--- src/rtl/mem_port_arbiter.sv ---
// mem_port_arbiter: serializes fetch and data accesses onto one variable-latency memory port
module mem_port_arbiter #(
  parameter int STARVE_LIMIT = 4,
  parameter int TIMEOUT = 255
) (
  input  logic        CLK,
  input  logic        rst,
  input  logic        if_req,
  input  logic [31:0] if_addr,
  output logic [31:0] if_rdata,
  output logic        if_valid,
  input  logic        dm_req,
  input  logic        dm_we,
  input  logic [31:0] dm_addr,
  input  logic [31:0] dm_wdata,
  input  logic [2:0]  dm_size,
  output logic [31:0] dm_rdata,
  output logic        dm_valid,
  output logic        mem_req,
  output logic        mem_we,
  output logic [31:0] mem_addr,
  output logic [31:0] mem_wdata,
  output logic [2:0]  mem_size,
  input  logic        mem_gnt,
  input  logic        mem_rvalid,
  input  logic [31:0] mem_rdata,
  output logic        stall,
  output logic        timeout_err
);
  localparam logic [3:0] SL = 4'(STARVE_LIMIT);
  localparam logic [7:0] TL = 8'(TIMEOUT);
  typedef enum logic [1:0] {IDLE, REQ, WAIT} state_t;
  state_t state, state_n;
  logic owner;
  logic [3:0] starve_cnt;
  logic [7:0] tmo_cnt;
  logic f, d, win_if, win_dm, done, tmo;
  logic [31:0] rsp;
  assign f = if_req & ~if_valid;
  assign d = dm_req & ~dm_valid;
  assign win_if = f & (~d | (starve_cnt == SL));
  assign win_dm = d & ~win_if;
  assign done = (state == WAIT) & mem_rvalid;
  assign tmo = (state != IDLE) & ~done & (tmo_cnt == TL);
  assign rsp = tmo ? 32'hDEAD_BEEF : (owner & mem_we) ? 32'h0 : mem_rdata;
  assign stall = (if_req & ~if_valid) | (dm_req & ~dm_valid);
  always_comb begin
    state_n = state;
    if (state == IDLE) state_n = (f | d) ? REQ : IDLE;
    else if (done | tmo) state_n = IDLE;
    else if (state == REQ && mem_gnt) state_n = WAIT;
  end
  always_ff @(posedge CLK or posedge rst) begin
    if (rst) begin
      state       <= IDLE;
      owner       <= 1'b0;
      starve_cnt  <= '0;
      tmo_cnt     <= '0;
      mem_req     <= 1'b0;
      mem_we      <= 1'b0;
      mem_addr    <= '0;
      mem_wdata   <= '0;
      mem_size    <= '0;
      if_rdata    <= '0;
      if_valid    <= 1'b0;
      dm_rdata    <= '0;
      dm_valid    <= 1'b0;
      timeout_err <= 1'b0;
    end else begin
      state    <= state_n;
      if_valid <= 1'b0;
      dm_valid <= 1'b0;
      if (state == IDLE) begin
        tmo_cnt    <= '0;
        starve_cnt <= (!f || win_if) ? 4'd0 : starve_cnt + {3'd0, starve_cnt != SL};
        if (f | d) begin
          owner     <= win_dm;
          mem_req   <= 1'b1;
          mem_we    <= win_dm & dm_we;
          mem_addr  <= win_dm ? dm_addr : if_addr;
          mem_wdata <= win_dm ? dm_wdata : 32'h0;
          mem_size  <= win_dm ? dm_size : 3'b010;
        end
      end else begin
        tmo_cnt <= tmo_cnt + 8'd1;
        if ((state == REQ && mem_gnt) || tmo) mem_req <= 1'b0;
        if (done | tmo) begin
          if_valid    <= ~owner;
          dm_valid    <= owner;
          timeout_err <= timeout_err | tmo;
          if (owner) dm_rdata <= rsp;
          else if_rdata <= rsp;
        end
      end
    end
  end
endmodule

--- config.mk ---
export PLATFORM = sky130hd
export DESIGN_NAME = mem_port_arbiter
export DESIGN_NICKNAME = d
export VERILOG_FILES = /design/src/rtl/mem_port_arbiter.sv
export SDC_FILE = /design/constraint.sdc
export NUM_CORES = 1
export LEC_CHECK = 0
export CAP_MARGIN = 20
export CORE_MARGIN = 2
export CORE_UTILIZATION = 35
export CTS_CLUSTER_DIAMETER = 30
export DETAILED_ROUTE_END_ITERATION = 8
export MAX_ROUTING_LAYER = met4
export PLACE_DENSITY = 0.77
export SYNTH_ARGS = -nofsm -noshare
export SYNTH_HDL_FRONTEND = slang
export SYNTH_SLANG_ARGS = --single-unit
--- constraint.sdc ---
create_clock -name CLK -period 4.8 [get_ports CLK]
set_clock_uncertainty 0.05 [all_clocks]
set_input_delay 0.96 -clock CLK [delete_from_list [all_inputs] [get_ports CLK]]
set_output_delay 0.96 -clock CLK [all_outputs]
set_load 0.03 [all_outputs]
Word level (Yosys, flattened, before mapping)
Cells that the tools add are included.

operators by class
  add/subtract/negate cells = 2
  equal/unequal tests = 6
  multiplexer cells = 18
  bitwise operators = 20
  reductions and logical operators = 13

operator list
  kind                                                  count
  two-way mux 32 bit                                    4
  bitwise AND 1 bit                                     9
  adder 8 x 1 -> 8 bit (second input constant)          1
  equality test 8 bit (second input constant)           1
  two-way mux 1 bit                                     8
  two-way mux 8 bit                                     1
  inverter 1 bit                                        7
  two-way mux 2 bit                                     3
  AND reduction 2 bit                                   3
  AND reduction 3 bit                                   2
  adder 4 x 1 -> 4 bit                                  1
  equality test 4 x 3 -> 1 bit (second input constant)  1
  two-way mux 4 bit                                     1
  != test 4 x 3 -> 1 bit (second input constant)        1
  bitwise OR 1 bit                                      4
  nonzero test 2 bit                                    2
  two-way mux 3 bit                                     1
  nonzero test 3 bit                                    1
  equality test 2 x 1 -> 1 bit (second input constant)  1
  equality test 2 bit (second input constant)           1
  logical NOT 2 bit                                     1
  logical OR 1 bit                                      2
  != test 2 bit (second input constant)                 1
  logical AND 1 bit                                     1
  logical NOT 1 bit                                     1

storage, ports and cells
  register bits = 151
  output and inout port bits = 137
  word-level logic and storage cells = 73

Depth between registers and ports, before layout
  depth in word-level cells = 8
  gate-level depth with buffers = 8
  gate-level depth less buffers = 8

Worst setup path after synthesis
No wires, ideal clock.

  kind = input to register
  from = input mem_rvalid
  to = register dm_rdata[0]
  library setup time = 80 ps
  arrival time = 2208 ps
  required time = 4670 ps
  path slack = 2462 ps
  cell stages on the path = 6
  cell sequence = nand2b_2 > a2111oi_4 > o21ai_4 > inv_4 > buf_6 > a2bb2oi_1

on the way
  longest elaborated chain between the ends = 6
  elaborated cells between the ends (all ways) = 7

ends and longest elaborated chain
  item                                  RTL line  RTL
  from (decl)                           25        input logic mem_rvalid,
  bitwise AND 1 bit (*)                 43        assign done = (state == WAIT) & mem_rvalid;
  inverter 1 bit                        44        assign tmo = (state != IDLE) & ~done & (tmo_cnt == TL);
  bitwise AND 1 bit (2 in a row)        44
  bitwise OR 1 bit                      87        if (done | tmo) begin
  AND reduction 3 bit (no source line)  -
  to (signal assigned)                  91        if (owner) dm_rdata <= rsp;
  to (decl)                             17        output logic [31:0] dm_rdata,

Every way passes the cells marked *; elsewhere a longest branch is shown, timed or not.
A chain may end at the register's enable or synchronous reset.

Worst setup path in the final report
  from = input dm_req
  to = output stall

on the way
  longest elaborated chain between the ends = 2

ends and longest elaborated chain
  item               RTL line  RTL
  from (decl)        12        input logic dm_req,
  bitwise AND 1 bit  46        assign stall = (if_req & ~if_valid) | (dm_req & ~dm_valid);
  bitwise OR 1 bit   46
  to (decl)          27        output logic stall,

Every way passes these cells.

==> impl_metrics.csv <==
group,metric,value,unit
global_routing,first_global_vias,5124,
cells_and_area,ant_diodes,0,
yosys,synth.area.mux_share,0,%
yosys,synth_compound_area_share,22.6,%
yosys,syn_area,6040,um2
yosys,post_synthesis_register_bit_count,151,
power_and_ir_drop,netSwitchingFraction,41.8,%
detailed_routing,detailroute.via_count,5178,
clock_tree,insertion_delay,0.41,ns
status,status,"finished clean",
power_and_ir_drop,switching_power,2990,uW
place,port-buffer-count,274,
timing,final-setup-viol-count,0,
yosys,synth_area_per_cell,11.5,um2
timing,fin_crit_sh,74.0,%
yosys,synthXorXnorAreaFrac,0.580,%
yosys,synth_fa_ha_area_share,0.828,%
yosys,synth_top_family_by_area,"compound AO/OA/AOI/OAI gates",
yosys,ys_top_cells_by_count,"151 x dfrtp_1, 81 x nand2_1, 51 x a22o_1",
clock_tree,cts.repair_timing.setup_buffer_count,0,
yosys,synth-warning-count,0,
clock_tree,clk_path_buf_depth,2,
clock_tree,clock_tree_from_tritoncts,"yes",
clock_tree,library_cell_used_as_clock_root_buffer,"clkbuf_16",
clock_tree,ctsHtreeMaxLevel,4,
clock_tree,cts.sinks,151,
timing,finalHoldWorstSlack,0.417,ns
yosys,postSynthNetCount,669,
global_routing,gr-usage-all-layers,19.5,%
timing,timing_worst_slew_pin_value,1.01,ns
detailed_routing,met3WireLength,1.31,mm
power_and_ir_drop,cellLeakagePower,0.00399,uW
run,drv_cap,0,
timing,report.final.slew_viol_count,0,
detailed_routing,met2RoutedLength,8.25,mm
yosys,synth_area_leaders,"dfrtp_1 63%, a22o_1 7.4%, nand2_1 5.0%, o22a_1 3.5%, a31oi_1 3.4%",
critical_path,critical_path_required,3.79,ns
timing,achievable-frequency,281,MHz
yosys,synth.top_cell.area_share,62.5,%
detailed_routing,finalWirelength,17.4,mm
detailed_routing,maxUsedRoutingLayer,"met4",
timing,rsz0062_at_grt,"false",
power_and_ir_drop,share_clk_of_total_power,17.1,%
yosys,synth_enable_flop_cells,0,
floorplanning,fp.dieArea,18300,um2
timing,maxSlewHeadroom,32.2,%
global_routing,antenna_found_initial,0,
critical_path,timing.critical_path.from_type,"input port",
timing,final_period_minus_worst_setup_slack,3.55,ns
power_and_ir_drop,vdd.ir_drop.worst,0.438,mV
power_and_ir_drop,seqPwrFrac,31.6,%
floorplanning,pin_count,275,
detailed_routing,wl_met1,7.63,mm
global_routing,global_route.overflow_total,0,
critical_path,critPathMaxFanout,4,
power_and_ir_drop,powerDensity,745,nW/um2
detailed_routing,wire_per_inst,16.9,um
yosys,post_synth_num_cell_types,39,
place,dp_hpwl,12.1,mm
yosys,yosys.area.top_type,"dfrtp_1",
timing,final_hold_viol_count,0,
detailed_routing,detailedRoute.firstIterationViolations,296,
critical_path,timing_worst_setup_path_type,"input port to output pin",
hold_path,holdCritPathClass,"flip-flop to flip-flop",
clock_tree,numCtsBuffers,17,
place,place_congestion,0.766,
detailed_routing,post_route_antenna_net_violation_count,0,
floorplanning,die-width,135,um
cells_and_area,finish.utilization,56.1,%
yosys,syn_inst,527,
detailed_routing,drt_drc_violations_left,0,
global_routing,largest_net_degree_at_the_start_of_global_routing,56,
timing,totalNegativeSetupSlack,0,ns
detailed_routing,dr.pass1.iters,4,
clock_tree,post_cts_resized,0,
clock_tree,hold_buffers,0,
yosys,ys_async_sr_fraction,100,%
cells_and_area,post_route_cells_drive_above_1_share,6.55,%
floorplanning,initial_core_utilization,35.3,%
yosys,ys.flop_type,"dfrtp_1",
cells_and_area,syn2layout_area_growth,59.0,%
critical_path,timing.critical_path.to_type,"output pin",
detailed_routing,route.detailed.vias_per_inst,5.01,
power_and_ir_drop,intPower,4160,uW
yosys,simple_gate_fraction_of_synth_area,10.2,%
cells_and_area,fin_nets,939,
power_and_ir_drop,combinational_power_share,51.3,%
yosys,post-synth-top-count-cell,"dfrtp_1",
yosys,seq_area_frac_synth,62.5,%
floorplanning,core.rowCount,48,
clock_tree,clkSlewWorstSetupHoldPaths,0.06,ns
floorplanning,core_region_area,17100,um2
global_routing,grt_first_pass_wirelength,27.2,mm
floorplanning,fp.dieH,135,um
critical_path,cp_data_arrival_time,2.54,ns
[power groups by stage]
stage	sequential (uW)	combinational [uW]	clock (uW)
2_1_floorplan	3330	1060	0
4_1_cts	2260	3700	1260
5_1_grt	2340	3890	1320
3_3_place_gp	2260	3640	0
3_5_place_dp	2270	3690	0
6_report	2260	3670	1220
[metal layers]
layer,vias up,GRT usage (%)
li1,2441,-
met4,0,5.38
met5,-,-
met3,19,6.10
met2,191,29.1
met1,2527,25.9
[flip-flops by register name, indices dropped and copies added (netlist names)]
name,cells
mem_we,1
mem_addr,32
state,2
mem_size,3
mem_wdata,32
if_valid,1
dm_valid,1
if_rdata,32
owner,1
dm_rdata,32
starve_cnt,4
tmo_cnt,8
timeout_err,1
mem_req,1
[worst max-delay path, stage by stage]
cell	delay, ns
clkdlybuf4s50_1	0.47
nand2b_1	0.18
nand2_1	0.22
clkdlybuf4s50_1	0.71
[placed cells by master (no fill, tap or decap), types with 3 or more instances in the layout]
| cell type | instances |
|---|---|
| a22o_1 | 51 |
| a31oi_1 | 33 |
| clkbuf_16 | 17 |
| nand3_1 | 6 |
| a2bb2oi_1 | 23 |
| ha_1 | 4 |
| buf_4 | 7 |
| clkinvlp_4 | 6 |
| inv_6 | 3 |
| buf_12 | 3 |
| nand2_1 | 81 |
| nor2_1 | 43 |
| nand2b_1 | 4 |
| o21ai_0 | 7 |
| a21oi_1 | 28 |
| o22a_1 | 24 |
| clkdlybuf4s50_1 | 274 |
| inv_1 | 5 |
| dfrtp_1 | 151 |
[kinds of logic after synthesis]
family,Yosys count
AOI/OAI and AO/OA,177
DFF,151
adders and majority gates,4
buffers and inverters,43
xor gates and xnor gates,4
and+or+nand+nor,148
[final cells by class]
cell class / instances / area [um2]
Clock inverter: 11 / 92.6
Fill cell: 1500 / 7510
Inverter: 9 / 40.0
Sequential cell: 151 / 3780
Timing Repair Buffer: 285 / 2880
Tap cell: 225 / 282
Multi-Input combinational cell: 333 / 2090
Clock buffer: 20 / 447
[final timing paths]
kind	slack, ns	cells after the start	endpoint	startpoint
setup / recovery	1.25	4	stall	dm_req
hold / removal	0.42	1	timeout_err	timeout_err
setup reg to reg	2.38	3	if_rdata[18]	owner
hold reg to reg	0.42	1	timeout_err	timeout_err
max in group asynchronous	3.18	4	tmo_cnt[4]	rst
min in group asynchronous	0.73	2	mem_addr[14]	rst
[stage by stage]
stage | total power, uW | setup WS [ns] | instances | area, um2
6_report | 7160 | 1.25 | 1034 | 9610
5_1_grt | 7560 | 1.18 | 1034 | 9610
4_1_cts | 7230 | 1.24 | 1032 | 9580
3_5_place_dp | 5960 | 1.24 | 1001 | 9040
3_3_place_gp | 5900 | 1.27 | 1000 | 9010
2_1_floorplan | 4380 | 1.89 | 527 | 6050
(Power assumes the default switching activity.)
